## config.mk

```make
export PLATFORM = sky130hd
export DESIGN_NAME = fetch_stage_flat
export DESIGN_NICKNAME = d
export VERILOG_FILES = /design/src/rtl/rv_pkg.sv /design/src/rtl/fetch_stage_if.sv /design/src/rtl/fetch_skid_buf.sv /design/src/rtl/fetch_stage.sv /design/src/flat_wrapper.sv
export SDC_FILE = /design/constraint.sdc
export NUM_CORES = 1
export LEC_CHECK = 0
export BUFFER_PORTS_ARGS = -buffer_cell sky130_fd_sc_hd__buf_2
export CAP_MARGIN = 20
export CORE_MARGIN = 2
export CORE_UTILIZATION = 58
export CTS_BUF_LIST = sky130_fd_sc_hd__clkbuf_4
export DETAILED_ROUTE_END_ITERATION = 10
export GPL_TIMING_DRIVEN = 0
export MAX_ROUTING_LAYER = met4
export PLACE_DENSITY = 0.91
export SYNTH_ARGS = -nofsm -noshare
export SYNTH_HDL_FRONTEND = slang
export SYNTH_SLANG_ARGS = --single-unit
```

## constraint.sdc

```tcl
create_clock -name clk -period 2.7 [get_ports clk]
set_clock_uncertainty 0.2 [all_clocks]
set_input_delay 0.135 -clock clk [delete_from_list [all_inputs] [get_ports clk]]
set_output_delay 0.135 -clock clk [all_outputs]
set_load 0.005 [all_outputs]
```

## src/rtl/rv_pkg.sv

```systemverilog
// Shared RV32 front-end definitions: bubble encoding, opcode constants,
// fetch FSM encoding, IF/ID update selector and skid buffer payload.
package rv_pkg;

  localparam logic [31:0] NOP_INSTR  = 32'h0000_0013; // addi x0,x0,0
  localparam logic [6:0]  OPC_BRANCH = 7'b1100011;
  localparam logic [6:0]  OPC_LOAD   = 7'b0000011;

  typedef enum logic [1:0] {
    ST_BOOT    = 2'd0,
    ST_FETCH   = 2'd1,
    ST_HELD    = 2'd2,
    ST_DISCARD = 2'd3
  } fetch_state_e;

  // How the IF/ID register is updated at the next edge.
  typedef enum logic [1:0] {
    IFID_HOLD   = 2'd0,
    IFID_FETCH  = 2'd1,
    IFID_BUBBLE = 2'd2,
    IFID_SKID   = 2'd3
  } ifid_op_e;

  typedef struct packed {
    logic [31:0] instr;
    logic [31:0] pc;
  } skid_entry_t;

  function automatic logic [31:0] pc_incr(input logic [31:0] pc);
    return pc + 32'd4;
  endfunction

  function automatic logic is_branch(input logic [31:0] instr);
    return instr[6:0] == OPC_BRANCH;
  endfunction

  function automatic logic is_load(input logic [31:0] instr);
    return instr[6:0] == OPC_LOAD;
  endfunction

endpackage

```

## src/rtl/fetch_stage_if.sv

```systemverilog
// Instruction-memory request/response channel between the fetch stage
// (master) and the instruction memory (slave).
interface fetch_stage_if;
  logic        imem_req;
  logic [31:0] imem_addr;
  logic        imem_ready;
  logic [31:0] imem_rdata;

  modport master (
    output imem_req,
    output imem_addr,
    input  imem_ready,
    input  imem_rdata
  );

  modport slave (
    input  imem_req,
    input  imem_addr,
    output imem_ready,
    output imem_rdata
  );
endinterface

```

## src/rtl/fetch_skid_buf.sv

```systemverilog
// One-entry skid buffer: catches an instruction returned while IF/ID is
// stalled so the memory response is never lost.
module fetch_skid_buf
  import rv_pkg::*;
(
  input  logic        clk,
  input  logic        rst,
  input  logic        load,
  input  logic        clear,
  input  skid_entry_t din,
  output skid_entry_t dout,
  output logic        valid
);

  // Occupancy flag: clear (or reset) empties, load fills.
  always_ff @(posedge clk) begin
    if (rst || clear) begin
      valid <= 1'b0;
    end else if (load) begin
      valid <= 1'b1;
    end
  end

  // Payload register, captured on load.
  always_ff @(posedge clk) begin
    if (rst) begin
      dout <= '0;
    end else if (load) begin
      dout <= din;
    end
  end

endmodule

```

## src/rtl/fetch_stage.sv

```systemverilog
// Instruction fetch stage: drives instruction-memory requests, fills the
// IF/ID register, absorbs ID stalls via a skid entry and handles redirects
// from ID, including dropping a response that is still in flight.
module fetch_stage #(
  parameter logic [31:0] RESET_PC  = 32'h0000_0000,
  parameter logic [31:0] NOP_INSTR = rv_pkg::NOP_INSTR
) (
  input  logic                 clk,
  input  logic                 rst,
  input  logic                 id_stall,
  input  logic                 branch_taken,
  input  logic [31:0]          branch_target,
  fetch_stage_if.master        imem,
  output logic [31:0]          if_id_instr,
  output logic [31:0]          if_id_pc,
  output logic                 if_id_valid,
  output logic [31:0]          stall_cnt
);
  import rv_pkg::*;

  fetch_state_e state_q, state_d;
  ifid_op_e     ifid_op;
  logic [31:0]  pc_q, pc_d;
  logic [31:0]  disc_addr_q;
  logic         disc_ld;
  logic         skid_ld, skid_clr, skid_valid;
  skid_entry_t  skid_din, skid_dout;

  assign skid_din = '{instr: imem.imem_rdata, pc: pc_q};

  fetch_skid_buf u_skid (
    .clk   (clk),
    .rst   (rst),
    .load  (skid_ld),
    .clear (skid_clr),
    .din   (skid_din),
    .dout  (skid_dout),
    .valid (skid_valid)
  );

  // State register.
  always_ff @(posedge clk) begin
    if (rst) begin
      state_q <= ST_BOOT;
    end else begin
      state_q <= state_d;
    end
  end

  // Next-state logic.
  always_comb begin
    state_d = state_q;
    case (state_q)
      ST_BOOT:    state_d = ST_FETCH;
      ST_FETCH: begin
        if (id_stall) begin
          if (imem.imem_ready) state_d = ST_HELD;
        end else if (branch_taken && !imem.imem_ready) begin
          state_d = ST_DISCARD;
        end
      end
      ST_HELD:    if (!id_stall) state_d = ST_FETCH;
      ST_DISCARD: if (imem.imem_ready) state_d = ST_FETCH;
      default:    state_d = ST_BOOT;
    endcase
  end

  // Memory request outputs and datapath controls for the current state.
  // A redirect that leaves a request outstanding moves pc to the target at
  // once, while disc_addr_q keeps the old address on the bus until the
  // memory answers; that answer is then thrown away.
  always_comb begin
    imem.imem_req  = 1'b0;
    imem.imem_addr = pc_q;
    ifid_op        = IFID_HOLD;
    pc_d           = pc_q;
    skid_ld        = 1'b0;
    skid_clr       = 1'b0;
    disc_ld        = 1'b0;
    case (state_q)
      ST_BOOT: begin
        if (!id_stall && branch_taken) begin
          ifid_op = IFID_BUBBLE;
          pc_d    = branch_target;
        end
      end
      ST_FETCH: begin
        imem.imem_req = 1'b1;
        if (id_stall) begin
          if (imem.imem_ready) begin
            skid_ld = 1'b1;
            pc_d    = pc_incr(pc_q);
          end
        end else if (branch_taken) begin
          ifid_op  = IFID_BUBBLE;
          skid_clr = 1'b1;
          pc_d     = branch_target;
          disc_ld  = !imem.imem_ready;
        end else if (imem.imem_ready) begin
          ifid_op = IFID_FETCH;
          pc_d    = pc_incr(pc_q);
        end else begin
          ifid_op = IFID_BUBBLE;
        end
      end
      ST_HELD: begin
        if (!id_stall) begin
          skid_clr = 1'b1;
          if (branch_taken) begin
            ifid_op = IFID_BUBBLE;
            pc_d    = branch_target;
          end else begin
            ifid_op = skid_valid ? IFID_SKID : IFID_BUBBLE;
          end
        end
      end
      ST_DISCARD: begin
        imem.imem_req  = 1'b1;
        imem.imem_addr = disc_addr_q;
        if (!id_stall) begin
          ifid_op = IFID_BUBBLE;
          if (branch_taken) pc_d = branch_target;
        end
      end
      default: ;
    endcase
  end

  // PC, outstanding-discard address and IF/ID register.
  always_ff @(posedge clk) begin
    if (rst) begin
      pc_q        <= RESET_PC;
      disc_addr_q <= RESET_PC;
      if_id_instr <= NOP_INSTR;
      if_id_pc    <= RESET_PC;
      if_id_valid <= 1'b0;
    end else begin
      pc_q <= pc_d;
      if (disc_ld) disc_addr_q <= pc_q;
      case (ifid_op)
        IFID_FETCH: begin
          if_id_instr <= imem.imem_rdata;
          if_id_pc    <= pc_q;
          if_id_valid <= 1'b1;
        end
        IFID_BUBBLE: begin
          if_id_instr <= NOP_INSTR;
          if_id_pc    <= pc_q;
          if_id_valid <= 1'b0;
        end
        IFID_SKID: begin
          if_id_instr <= skid_dout.instr;
          if_id_pc    <= skid_dout.pc;
          if_id_valid <= 1'b1;
        end
        default: ;
      endcase
    end
  end

  // Saturating count of stalled cycles.
  always_ff @(posedge clk) begin
    if (rst) begin
      stall_cnt <= '0;
    end else if (id_stall && (stall_cnt != '1)) begin
      stall_cnt <= stall_cnt + 32'd1;
    end
  end

endmodule

```

## src/flat_wrapper.sv

```systemverilog
// flat-port wrapper written by rule: the top's interface ports become plain ports
module fetch_stage_flat import rv_pkg::*;
#(
  parameter logic [31:0] RESET_PC  = 32'h0000_0000,
  parameter logic [31:0] NOP_INSTR = rv_pkg::NOP_INSTR
)
  (clk, rst, id_stall, branch_taken, branch_target, if_id_instr, if_id_pc, if_id_valid, stall_cnt, imem_imem_req, imem_imem_addr, imem_imem_ready, imem_imem_rdata);
  fetch_stage_if imem_i ();
  input  logic clk;
  input  logic rst;
  input  logic id_stall;
  input  logic branch_taken;
  input  logic [31:0] branch_target;
  output logic [31:0] if_id_instr;
  output logic [31:0] if_id_pc;
  output logic if_id_valid;
  output logic [31:0] stall_cnt;
  output wire logic [$bits(imem_i.imem_req)-1:0] imem_imem_req;
  output wire logic [$bits(imem_i.imem_addr)-1:0] imem_imem_addr;
  input wire logic [$bits(imem_i.imem_ready)-1:0] imem_imem_ready;
  input wire logic [$bits(imem_i.imem_rdata)-1:0] imem_imem_rdata;
  assign imem_imem_req = imem_i.imem_req;
  assign imem_imem_addr = imem_i.imem_addr;
  assign imem_i.imem_ready = imem_imem_ready;
  assign imem_i.imem_rdata = imem_imem_rdata;
  fetch_stage #(.RESET_PC(RESET_PC), .NOP_INSTR(NOP_INSTR)) u_core (.clk(clk), .rst(rst), .id_stall(id_stall), .branch_taken(branch_taken), .branch_target(branch_target), .imem(imem_i), .if_id_instr(if_id_instr), .if_id_pc(if_id_pc), .if_id_valid(if_id_valid), .stall_cnt(stall_cnt));
endmodule
```

; ---- After elaboration in Yosys (flattened, before gate mapping)
; Index checks and enable logic that the tools add are counted.
[word_totals]
regBits = 228
in_bits = 69
[op_classes]
addsub = 2
n_eq_ne = 14
muxes = 37
reduce_logical = 16
[op_table]
columns = cell, count
row1 = 32-bit 2-to-1 mux, 7
row2 = 32-bit one-hot mux with 3 select lines, 2
row3 = 32-bit one-hot mux with 2 select lines, 1
row4 = "32-bit by 1-bit adder with 32-bit output, second input constant", 1
row5 = "32-bit by 3-bit adder with 32-bit output, second input constant", 1
row6 = "32-bit != test, second input constant", 1
row7 = 2-bit 2-to-1 mux, 12
row8 = 2-bit one-hot mux with 4 select lines, 2
row9 = 1-bit 2-to-1 mux, 11
row10 = "2-bit equality test, second input constant", 4
row11 = 2-bit OR reduction, 4
row12 = "2-bit != test, second input constant", 3
row13 = "2-bit by 1-bit equality test with 1-bit output, second input constant", 2
row14 = "2-bit by 1-bit != test with 1-bit output, second input constant", 2
row15 = 1-bit one-hot mux with 2 select lines, 2
row16 = 4-bit AND reduction, 1
row17 = 2-bit nonzero test, 2
row18 = 1-bit logical AND, 3
row19 = "3-bit by 2-bit != test with 1-bit output, second input constant", 1
row20 = "3-bit != test, second input constant", 1
row21 = 3-bit AND reduction, 1
row22 = 3-bit nonzero test, 1
row23 = 1-bit logical NOT, 2
row24 = 2-bit logical NOT, 1
row25 = 1-bit logical OR, 1

; ---- Depth between registers and ports, before layout
[logic_depth]
word_depth = 7
ltp_mapped = 9
ltp_nobuf = 7

; ---- Hierarchy
; Synthesis repeated with hierarchy kept, for this count alone.
[unflattened]
cells_unflattened = 1243
area_unflattened_um2 = 10607.7
[modules_own_cells]
columns = module, instances, cells_per_inst, area_per_inst_um2, seq_area_each_um2
row1 = fetch_stage, 1, 1034, 8314.2, 3263.1
row2 = fetch_skid_buf, 1, 209, 2293.4, 1301.2

; ---- Least setup slack after synthesis
; OpenSTA, ideal clock, no wires.
[synth_path]
kind = register to register
from = register u_core.state_q[0]
to = register u_core.if_id_instr[0]
setup_ps = 120
arrival_time_ps = 2069
setup_slack_ps = 312
stages_incl_launch_ff = 9
n_path_buf = 1
path_cell_list = dfxtp_1 inv_1 ha_1 a22oi_1 or4_4 or3_1 buf_2 a2bb2oi_1 a211o_1
[synth_via]
elab_chain_cells = 4
[synth_rtl]
columns = item, line
row1 = start: declaration, fetch_stage.sv:21  ; fetch_state_e state_q, state_d;
row2 = start signal: assignment, fetch_stage.sv:46  ; state_q <= state_d;
row3 = 2-bit equality test (tied with other cells), fetch_stage.sv:80  ; case (state_q)
row4 = 2-bit one-hot mux with 4 select lines *, fetch_stage.sv:80
row5 = 2-bit equality test or 2-bit by 1-bit equality test with 1-bit output (tied branches), fetch_stage.sv:140  ; case (ifid_op)
row6 = 32-bit one-hot mux with 3 select lines or 3-bit nonzero test (tied branches), --
row7 = end signal: assignment, fetch_stage.sv:142  ; if_id_instr <= imem.imem_rdata;
row8 = end signal: assignment, fetch_stage.sv:152  ; if_id_instr <= skid_dout.instr;
row9 = end: declaration, fetch_stage.sv:14  ; output logic [31:0] if_id_instr,
; Every way passes the cells marked *; elsewhere a longest branch is shown, timed or not.
; A chain may end at the register's enable or synchronous reset.

; ---- Final worst setup path
[layout_path]
from = register u_core.state_q[1]
to = register u_core.if_id_pc[29]
[layout_via]
elab_chain_cells = 5
[layout_rtl]
columns = item, line
row1 = 2-bit equality test (tied with other cells), fetch_stage.sv:80
row2 = 2-bit one-hot mux with 4 select lines *, fetch_stage.sv:80
row3 = 2-bit by 1-bit equality test with 1-bit output or 2-bit equality test (tied branches), fetch_stage.sv:140
row4 = 2-bit OR reduction (no source line), --
row5 = 32-bit one-hot mux with 2 select lines or 2-bit nonzero test (tied branches), --
row6 = end signal: assignment, fetch_stage.sv:143  ; if_id_pc <= pc_q;
row7 = end signal: assignment, fetch_stage.sv:148  ; if_id_pc <= pc_q;
row8 = end signal: assignment, fetch_stage.sv:153  ; if_id_pc <= skid_dout.pc;
row9 = end: declaration, fetch_stage.sv:15  ; output logic [31:0] if_id_pc,
; Marked as above.

==> metrics.txt <==
Reg-to-Reg End u_core.if_id_pc[29]$_SDFFE_PP0P_; crit share post-route 100%; dpl hpwl 24200 um; HP Start imem_imem_rdata[18]; Slew Limit Headroom 46.2%; cells after synthesis 1348; Critical path destination u_core.if_id_pc[29]$_SDFFE_PP0P_; RSZ-0062 raised after global routing true; DR pass1 iterations 9; launching point of the worst reg2reg path u_core.state_q[1]$_SDFFE_PP0P_; clk slew on worst S/H paths 0.07 ns; Port Buffer Count approximately 200; standard-cell rows 49; Die W 140 um; Place WS -0.198 ns; adder-cell share of the synthesized area 0.820%; largest family of logic cells by synthesized area compound AO/OA/AOI/OAI gates; Avg Cell Area, Syn 7.93 sq um; Max-Cap Viols 0; Setup CP Type reg -> reg; Reg2Reg Depth 9; global-route wire length before repair 57600 um; static leakage between 0.005 and 0.006 uW; ANT nets after route 0; worst path arrival time between 3 and 4 ns; slowest stage delay, CP around 0.52 ns; Filler cells 1324; Seq/Total Area, Yosys between 40% and 50%; commonest non-fill, non-tap cell in the layout nand2_1; min-delay worst type in -> reg; simple-gate area share of the yosys netlist 22.3%; antenna violations before repair 1; Root Buffer clkbuf_4; crit-path max FO 10; measured slew at the worst slew-check pin 0.807 ns; delay-heaviest family, CP simple AND/OR/NAND/NOR gates; wire per inst 19.1 um; Worst setup EP type register; synth unique cells 68; EDFF count, synth 0; CTS sink cnt 228; total I/O pin count 199; largest net degree at the start of global routing 16; Max Slew Vio Count 0; critical path depth in cells 9; die area 0.0195 sq mm; syn_nets 1424; CTS buffer count 57; final hold violations 0; WP buf/inv 3; Layout area overhead 26.4%; critical path required time 3.04 ns; CTS tree done; Post-route DRC 0; Crit. Startpoint u_core.state_q[1]$_SDFFE_PP0P_; cell area after layout 0.0135 sq mm; final setup fails 3; xor and xnor area share after synthesis 0.984%; Total Routed Length 37100 um; status finished, violations left; setup ws final -0.0120 ns; Power per Cell Area 615 mW/mm^2; post-synthesis mux area share under 10%; CP max-delay cell or4_4; Core ar. 0.0180 sq mm; initial core utilization 59.3%; Layout Nets 1752; Placement Cell Area around 0.012 sq mm; gr ovfl total 0; via count 12221; r2r setup slk -0.01 ns; Placer Congestion 1.02; GR Util All Layers 37.1%; Synth Area in Compound Gates 23.3%; Clock Latency Late Sink around 0.7 ns; critical path, cell by cell inv_2 -> ha_4 -> a22oi_1 -> or4_4 -> or3_1 -> buf_2 -> clkbuf_2 -> nand2_1 -> a311oi_1; Worst IR Drop VDD about 0.4 mV; share of post-route cells with drive strength above 1 a little under a quarter; via-per-instance ratio approximately 6.3; Synth Register Bits 228; CP startpoint kind register; share of synthesized registers carrying an async set or reset 0%; Synth Cell Area around 0.011 sq mm; vias in the first global route between 10000 and 15000; Die H 140 um; most frequent cells in the layout nand2_1 (336), dfxtp_1 (226), buf_2 (214); f_max 0.369 GHz; Synth warnings 0; Clock Path Buffers 3; Final min period 2.71 ns; failing checks setup timing; initial DRC count 1286; Clock H-tree levels 2; top_reg_cell synth dfxtp_1
==> kinds of logic after synthesis <==
group                    Yosys count
AO/OA/AOI/OAI                    381
XOR/XNOR                          12
adder cells (fa/ha/maj)            7
buffers and inverters            163
flip-flops                       228
multiplexers                      38
AND/OR/NAND/NOR                  519
==> cells in the mapped netlist (7+ instances only) <==
cell type / instances / area share (%)
buf_2: 16 / 0.75
o21ai_0: 51 / 2.4
and2_1: 9 / 0.53
and4_1: 10 / 0.82
a21oi_1: 137 / 6.4
a31oi_1: 11 / 0.64
or3_1: 10 / 0.59
a221oi_1: 24 / 2.0
ha_1: 7 / 0.82
or4_1: 11 / 0.77
nand3_1: 32 / 1.5
nor2_1: 34 / 1.2
a211oi_1: 55 / 3.9
dfxtp_1: 228 / 43
a22oi_1: 15 / 1.1
inv_1: 30 / 1.1
and3_1: 10 / 0.59
nor3_1: 9 / 0.42
xnor2_1: 11 / 0.90
nand4_1: 20 / 1.2
a311oi_1: 32 / 2.6
nor4_1: 14 / 0.82
clkbuf_1: 105 / 3.7
nand2_1: 336 / 12
buf_1: 10 / 0.35
mux2_2: 35 / 3.7
==> worst min-delay path, stage by stage <==
cell and delay, ns:
dlygate4sd3_1 0.53, buf_2 0.12, nand2_1 0.05, a21oi_1 0.05
==> repair_timing <==
item	in CTS	in global routing
pin swaps	0	2
hold endpoints to repair	106	0
gates resized for setup	16	59
hold buffers	68	0
setup endpoints to repair	162	190
setup buffers	1	3
==> flip-flops by register name, summed over array words and instances (netlist names) <==
register and count:
u_core.pc_q 32, u_core.disc_addr_q 32, u_core.if_id_instr 32, u_core.if_id_pc 32
u_core.state_q 2, u_core.if_id_valid 1, u_core.u_skid.valid 1, u_core.stall_cnt 32
u_core.u_skid.dout 64
==> through the flow <==
stage / setup TNS (ns) / power [uW] / utilization, % / hold WS, ns / instances
2_1_floorplan: 0 / 4690 / - / 0.0710 / 1348
3_3_place_gp: -7.86 / 5260 / 66.4 / 0.189 / 1775
3_5_place_dp: -11.62 / 5310 / 66.4 / 0.193 / 1775
4_1_cts: 0 / 8190 / 74.3 / 0.0257 / 1938
5_1_grt: -0.976 / 8640 / 74.9 / 0.0585 / 1941
6_report: -0.0260 / 8310 / 74.9 / 0.0387 / 1941
==> report_power, final <==
group,total [uW],internal (uW),switching (uW)
logic,1670,655,1020
registers,3770,3590,178
clock network,2870,1460,1410
total,8310,5710,2600
==> worst min path at each step <==
stage	end	slack [ns]	depth (start not counted)
finish	u_core.u_skid.dout[50]$_SDFFE_PP0P_	0.04	4
global route	u_core.pc_q[0]$_SDFFE_PP0P_	0.06	4
CTS	u_core.u_skid.dout[50]$_SDFFE_PP0P_	0.03	4
detailed placement	u_core.u_skid.dout[63]$_SDFFE_PP0P_	0.19	3
global placement	u_core.u_skid.dout[63]$_SDFFE_PP0P_	0.19	3
floorplan	u_core.u_skid.dout[32]$_SDFFE_PP0P_	0.07	2
==> cell type report <==
type / instances / area (sq um) / area share [%]
multi-input cells: 957 / 5550 / 41.1
flip-flops and latches: 228 / 4570 / 33.8
repair buffers: 270 / 1710 / 12.7
clock buffers: 81 / 608 / 4.50
plain buffers: 131 / 572 / 4.24
well taps: 229 / 287 / 2.12
inverters: 31 / 116 / 0.862
clock inverters: 13 / 81.3 / 0.602
diodes: 1 / 2.50 / 0.0185
==> routing by layer <==
metal	vias to the layer above	track usage (%)	wire [um]
met5	-	-	0
met4	0	20.3	1940
met3	188	7.50	4290
met2	862	57.4	17000
met1	5666	45.4	13900
li1	5505	-	-
(Power assumes the default switching activity.)
